File: config.mk
export PLATFORM = sky130hd
export DESIGN_NAME = rotor1_reverse
export DESIGN_NICKNAME = d
export VERILOG_FILES = /design/src/rtl/rotor1_reverse.sv
export SDC_FILE = /design/constraint.sdc
export NUM_CORES = 1
export LEC_CHECK = 0
export ABC_AREA = 0
export BUFFER_PORTS_ARGS = -buffer_cell sky130_fd_sc_hd__buf_2
export CELL_PAD_IN_SITES_DETAIL_PLACEMENT = 1
export CELL_PAD_IN_SITES_GLOBAL_PLACEMENT = 1
export CORE_ASPECT_RATIO = 0.75
export CORE_MARGIN = 2
export CORE_UTILIZATION = 45
export CTS_CLUSTER_SIZE = 10
export DETAILED_ROUTE_END_ITERATION = 12
export GPL_ROUTABILITY_DRIVEN = 0
export PLACE_DENSITY_LB_ADDON = 0.1
export SLEW_MARGIN = 20
export SYNTH_ARGS = -nofsm -noshare
export SYNTH_HDL_FRONTEND = slang
export SYNTH_SLANG_ARGS = --single-unit
File: constraint.sdc
create_clock -name clk -period 6.6 [get_ports clk]
set_input_delay 1.32 -clock clk [delete_from_list [all_inputs] [get_ports clk]]
set_output_delay 1.32 -clock clk [all_outputs]
set_load 0.05 [all_outputs]
File: src/rtl/rotor1_reverse.sv
// Rotor-1 return path: undoes the rotation offset and inverts the rotor-1 wiring, and also owns the rotor position.
// Two-stage elastic valid/ready pipeline: 2-cycle latency, 1 token/cycle, stalls hold both stages without loss.
module rotor1_reverse #(
    parameter int unsigned POS_RESET = 0
) (
    input  logic       clk,
    input  logic       rst_n,
    input  logic       load,
    input  logic [4:0] load_pos,
    input  logic       step,
    output logic [4:0] pos,
    input  logic       in_valid,
    output logic       in_ready,
    input  logic [4:0] in,
    output logic       out_valid,
    input  logic       out_ready,
    output logic [4:0] out,
    output logic       err
);

    localparam logic [4:0] LP_POS_RESET = 5'(POS_RESET);

    logic [4:0] r_pos;
    logic       r_s1_vld;
    logic [4:0] r_s1_t;
    logic       r_s1_err;
    logic       r_s2_vld;
    logic [4:0] r_out;
    logic       r_err;

    logic [4:0] w_load_mod;
    logic [5:0] w_sum;
    logic [4:0] w_t;
    logic [4:0] w_m;
    logic       w_s2_adv;
    logic       w_accept;

    function automatic logic [4:0] invmap(input logic [4:0] m);
        case (m)
            5'd1:    invmap = 5'd15;
            5'd2:    invmap = 5'd24;
            5'd3:    invmap = 5'd8;
            5'd4:    invmap = 5'd4;
            5'd5:    invmap = 5'd23;
            5'd6:    invmap = 5'd17;
            5'd7:    invmap = 5'd6;
            5'd8:    invmap = 5'd9;
            5'd9:    invmap = 5'd20;
            5'd10:   invmap = 5'd21;
            5'd11:   invmap = 5'd12;
            5'd12:   invmap = 5'd26;
            5'd13:   invmap = 5'd3;
            5'd14:   invmap = 5'd7;
            5'd15:   invmap = 5'd16;
            5'd16:   invmap = 5'd1;
            5'd17:   invmap = 5'd5;
            5'd18:   invmap = 5'd14;
            5'd19:   invmap = 5'd10;
            5'd20:   invmap = 5'd22;
            5'd21:   invmap = 5'd19;
            5'd22:   invmap = 5'd11;
            5'd23:   invmap = 5'd13;
            5'd24:   invmap = 5'd18;
            5'd25:   invmap = 5'd2;
            5'd26:   invmap = 5'd25;
            default: invmap = 5'd0;
        endcase
    endfunction

    assign w_load_mod = (load_pos > 5'd25) ? load_pos - 5'd26 : load_pos;

    always_ff @(posedge clk or negedge rst_n) begin
        if (!rst_n) begin
            r_pos <= LP_POS_RESET;
        end else if (load) begin
            r_pos <= w_load_mod;
        end else if (step) begin
            r_pos <= (r_pos == 5'd25) ? 5'd0 : r_pos + 5'd1;
        end
    end

    // in + 26 - pos spans 1..57, so at most two subtractions of 26 reduce it
    assign w_sum = {1'b0, in} + 6'd26 - {1'b0, r_pos};
    always_comb begin
        w_t = w_sum[4:0];
        if (w_sum >= 6'd52) begin
            w_t = 5'(w_sum - 6'd52);
        end else if (w_sum >= 6'd26) begin
            w_t = 5'(w_sum - 6'd26);
        end
    end

    assign w_s2_adv = !r_s2_vld || out_ready;
    assign in_ready = !r_s1_vld || w_s2_adv;
    assign w_accept = in_valid && in_ready;

    always_ff @(posedge clk or negedge rst_n) begin
        if (!rst_n) begin
            r_s1_vld <= 1'b0;
            r_s1_t   <= 5'd0;
            r_s1_err <= 1'b0;
        end else if (in_ready) begin
            r_s1_vld <= in_valid;
            if (w_accept) begin
                r_s1_t   <= w_t;
                r_s1_err <= (in > 5'd25);
            end
        end
    end

    assign w_m = (r_s1_t == 5'd0) ? 5'd26 : r_s1_t;

    always_ff @(posedge clk or negedge rst_n) begin
        if (!rst_n) begin
            r_s2_vld <= 1'b0;
            r_out    <= 5'd0;
            r_err    <= 1'b0;
        end else if (w_s2_adv) begin
            r_s2_vld <= r_s1_vld;
            if (r_s1_vld) begin
                r_out <= r_s1_err ? 5'd0 : invmap(w_m);
                r_err <= r_s1_err;
            end
        end
    end

    assign pos       = r_pos;
    assign out_valid = r_s2_vld;
    assign out       = r_out;
    assign err       = r_err;

endmodule

Word-level counts from Yosys, hierarchy flattened
Memories as Yosys holds them, arrays and structs flattened.
Cells that the tools add are included.
W data, S select, Z words.
- input port bits: 16
- memories: 1
- output and inout bits: 13
- bits in read-only memories: 160
- register bits after elaboration: 19
- word-level logic and storage cells: 36
- memories (name ; words ; bits a word ; rd ports ; clocked after memory_dff ; wr ports ; line ; text):
    (no name shown) ; 32 ; 5 ; 1 ; 0 ; 0 ; 39 ; case (m)
- add/sub/neg operators: 6
- equality and inequality tests: 1
- $lt $le $gt $ge: 4
- reductions and logical operators: 9
- multiplexer cells: 8
- operators by type and width (operator ; count):
    $mux W5 ; 8
    $sub A5 B5 Y5 const B ; 3
    $gt A5 B5 Y1 const B ; 2
    $add A5 B5 Y6 const B ; 1
    $ge A6 B5 Y1 const B ; 1
    $ge A6 B6 Y1 const B ; 1
    $sub A6 B5 Y6 ; 1
    $add A5 B1 Y5 const B ; 1
    $eq A5 B5 Y1 const B ; 1
    $logic_not A5 Y1 ; 1
    $reduce_and A2 Y1 ; 2
    $logic_not A1 Y1 ; 2
    $logic_or A1 B1 Y1 ; 2
    $reduce_bool A2 Y1 ; 1
    $logic_and A1 B1 Y1 ; 1

Depth between registers and ports, before layout
- depth in word-level cells: 5
- gate-level depth with buffers: 14

Worst setup path before layout
Ideal clock, no wire load.
- kind: input to register
- start point: in in[1]
- end point: reg r_s1_t[2]
- library setup time: 0.129 ns
- data arrival time: 3.789 ns
- cell stages on the path: 13
- path slack: 2.682 ns
- required time: 6.471 ns
- buffers on the path: 0
- path through: inv_1 > ha_1 > inv_1 > ha_1 > fa_1 > inv_1 > ha_1 > a21oi_1 > o21ai_2 > a32oi_2 > mux2_4 > o21ai_2 > o21ai_2
- longest elaborated chain between the ends: 5
- elaborated cells on any way between the ends: 8
- classes of those cells: add/sub: 4; order compare: 2; mux: 2
- RTL lines (what ; line ; text):
    from (decl) ; 14 ; input logic [4:0] in,
    $add A5 B5 Y6 (*) ; 83 ; assign w_sum = {1'b0, in} + 6'd26 - {1'b0, r_pos};
    $sub A6 B5 Y6 (*) ; 83 ;
    $sub A5 B5 Y5 / $ge A6 B5 Y1 (equally long branches) ; 89, 88 ;
    $mux W5 ; 88 ; end else if (w_sum >= 6'd26) begin
    $mux W5 (*) ; 86 ; if (w_sum >= 6'd52) begin
    to (signal assigned) ; 105 ; r_s1_t <= w_t;
    to (decl) ; 25 ; logic [4:0] r_s1_t;
Mark *: on every way between the ends. The rest lies on a longest branch, timed or not.
A chain may end at the register's enable or synchronous reset.

Worst setup path after layout
Same ends and word-level chain as after synthesis.

==> impl_metrics.ini <==
[run_status]
status = finished clean

[clock_tree]
cts_setup_buffers = 0
clk_pin_slew_worst_paths_ns = 0.07
cts_num_sinks = 19
holdBufCountCts = 0
htreeDepth = 1
cts_buffers = 3
post_cts_resized = 0
root_buffer = clkbuf_8
cts_tree = yes
cts_max_path_buffers = 2
clk_latency_ns = 0.26

[synthesis]
synth_common_cells = ha_1 (25), inv_1 (23), nand2_1 (23), dfrtp_1 (19), nor2_1 (17)
synth_edf_count = 0
synth_top_area_share_pct = 26.43
synth_most_common_cell = ha_1
yosys-top-cells-area = dfrtp_1 (26%), ha_1 (17%), inv_1 (4.8%)
synth_cell_types = 45
syn-mean-instance-area_sq_um = 8.105
ys_async_sr_fraction_pct = 100.0
synth_seq_cells = 19
syn_inst = 222
yosysWarnings = 0
ys_seq_area_share_pct = 26.43
yosysTopAreaCell = dfrtp_1
synth_ff_type = dfrtp_1
synth_nets = 264
netlist_area_sq_um = 1799

[grt]
grt_pass1_vias = 1592
antenna_found_initial = 0
track_usage_pct = 21.62
grt_pass1_wl_microns = 7721
grt_overflow = 0
grt_max_degree = 20

[setup_path]
crit_arrival_ns = 4.15
worst-setup-path-type = in -> reg
r2r_slack_ns = 3.31
cp-end-kind = flip-flop
r2r_end = r_s1_t[2]$_DFFE_PN0P_
crit_fanout = 5
cp.required_ns = 6.74
reg2regPathDepth = 12
worst_setup_path_start_kind = input pin
r2r_start = pos[1]$_DFFE_PN0P_

[job]
cap_violations = 0

[floorplan]
fp.dieH_microns = 58.76
num_rows = 19
dieArea_sq_um = 4525
initial_core_util_pct = 47.90
ioPinCount = 29
core_area_sq_um = 3756
die_w_microns = 77.02

[sta]
hold_violations = 0
finClkSkew_ns = 0.002030
clock.fmax_ghz = 0.2493
min_period_ns = 4.012
setup_slack_ns = 2.588
period_share_pct = 60.79
rsz0062_at_grt = no
setup_violations = 0
max_slew_margin_pct = 63.32
worst_pin_slew_ns = 0.5503
fin_tns_setup_ns = 0
hold_slack_ns = 0.4839
slew_viol_final = 0

[worst_hold_path]
hold_path.class = reg -> reg
min_from = out[0]$_DFFE_PN0P_
holdPathEnd = out[0]$_DFFE_PN0P_
hold_depth = 2

[routing]
drt_wl_total_microns = 4486
route.detailed.drc = 0
drt_iter0_drc = 103
routedWlPerCell_microns = 15.16
antenna_left = 0
num_vias = 1648
vias_per_cell = 5.568
firstDrtPassIters = 4

[layout]
layout.cells.non_filler = 296
drive_above_1_share_pct = 16.80
num_antenna_cells = 0
multi_input_area_sq_um = 1195
regArea_sq_um = 475.5
final_nets = 287
fill_cells = 493
synthToLayoutAreaGrowth_pct = 11.82

[placed_design]
dp.cells = 292
dp_hpwl_microns = 3527
post-place-ws_ns = 2.342
portBuffers = 28

[pwr]
power_density_nw_per_um2 = 398.3
leakagePower_nw = 0.9786
max-vdd-ir-drop_mv = 0.1945
[final cells by class]
class	count	area share [%]
Tap cell	52	3.234
Inverter	24	4.478
Sequential cell	19	23.63
Timing Repair Buffer	28	6.965
Clock buffer	3	2.052
Multi-Input combinational cell	169	59.39
Clock inverter	1	0.2488
[through the flow]
step	cell area, sq um	utilization, %	power, mW
after floorplan	1799	-	0.5978
after global placement	1966	52.33	0.7013
after detailed placement	1966	52.33	0.7129
after CTS	2012	53.56	0.8014
after global routing	2012	53.56	0.8746
final	2012	53.56	0.8014
[registers in the layout, indices dropped and copies added, names as in the netlist]
| register | flops |
|---|---|
| r_s1_err | 1 |
| r_s1_t | 5 |
| out_valid | 1 |
| r_s1_vld | 1 |
| out | 5 |
| err | 1 |
| pos | 5 |
[layout by cell type (no fill, tap or decap), types with 3 or more instances in the layout]
cell type	instances
nand2b_1	4
nand2_1	23
o211ai_1	5
a21o_1	3
o21ai_0	12
a22oi_1	5
o21ai_2	3
dfrtp_1	19
o22ai_1	4
clkbuf_8	3
ha_1	25
nor2_1	17
a31oi_1	3
inv_1	23
xnor2_1	3
buf_2	28
a21oi_1	14
nand3_1	6
a211oi_1	7
[per-layer routing]
layer  vias up  GRT usage [%]  share of wire (%)
li1        836              -                  -
met1       780          32.88                 55
met2        28          33.71                 41
met3         4          3.067                3.3
met4         0          3.061               0.74
met5         -              0                  0
[cell families (layout without fill, tap and decap cells)]
logic type               after synthesis  count (layout)  synth area share (%)
AO/OA/AOI/OAI                         71              71                 26.50
AND/OR/NAND/NOR                       64              64                 16.90
buffers and inverters                 34              56                 7.162
adder cells (fa/ha/maj)               26              26                 18.50
flip-flops                            19              19                 26.43
XOR/XNOR                               4               4                 1.948
multiplexers                           4               4                 2.573
[where the power goes]
part	internal (mW)	switching, mW
sequential	0.149	0.0647
clock	0.0421	0.0419
combinational	0.193	0.311
[worst max-delay path, cell delays in order]
cell and delay, ns:
buf_2 0.09, inv_1 0.04, ha_1 0.26, inv_1 0.04, ha_1 0.21, fa_1 0.58, inv_1 0.12, ha_1 0.20
a21oi_1 0.33, o21ai_2 0.10, a32oi_2 0.32, mux2_4 0.33, o21ai_2 0.13, o21ai_2 0.06
[worst max-delay path by stage]
stage | slack, ns | end | from
final | 2.59 | r_s1_t[2]$_DFFE_PN0P_ | in[1]
after global routing | 2.44 | r_s1_t[2]$_DFFE_PN0P_ | in[1]
after floorplan | 2.68 | r_s1_t[2]$_DFFE_PN0P_ | in[1]
after CTS | 2.60 | r_s1_t[2]$_DFFE_PN0P_ | in[1]
after detailed placement | 2.34 | r_s1_t[2]$_DFFE_PN0P_ | in[1]
after global placement | 2.45 | r_s1_t[2]$_DFFE_PN0P_ | in[1]
Note: power is estimated with default switching activity, not from simulation.
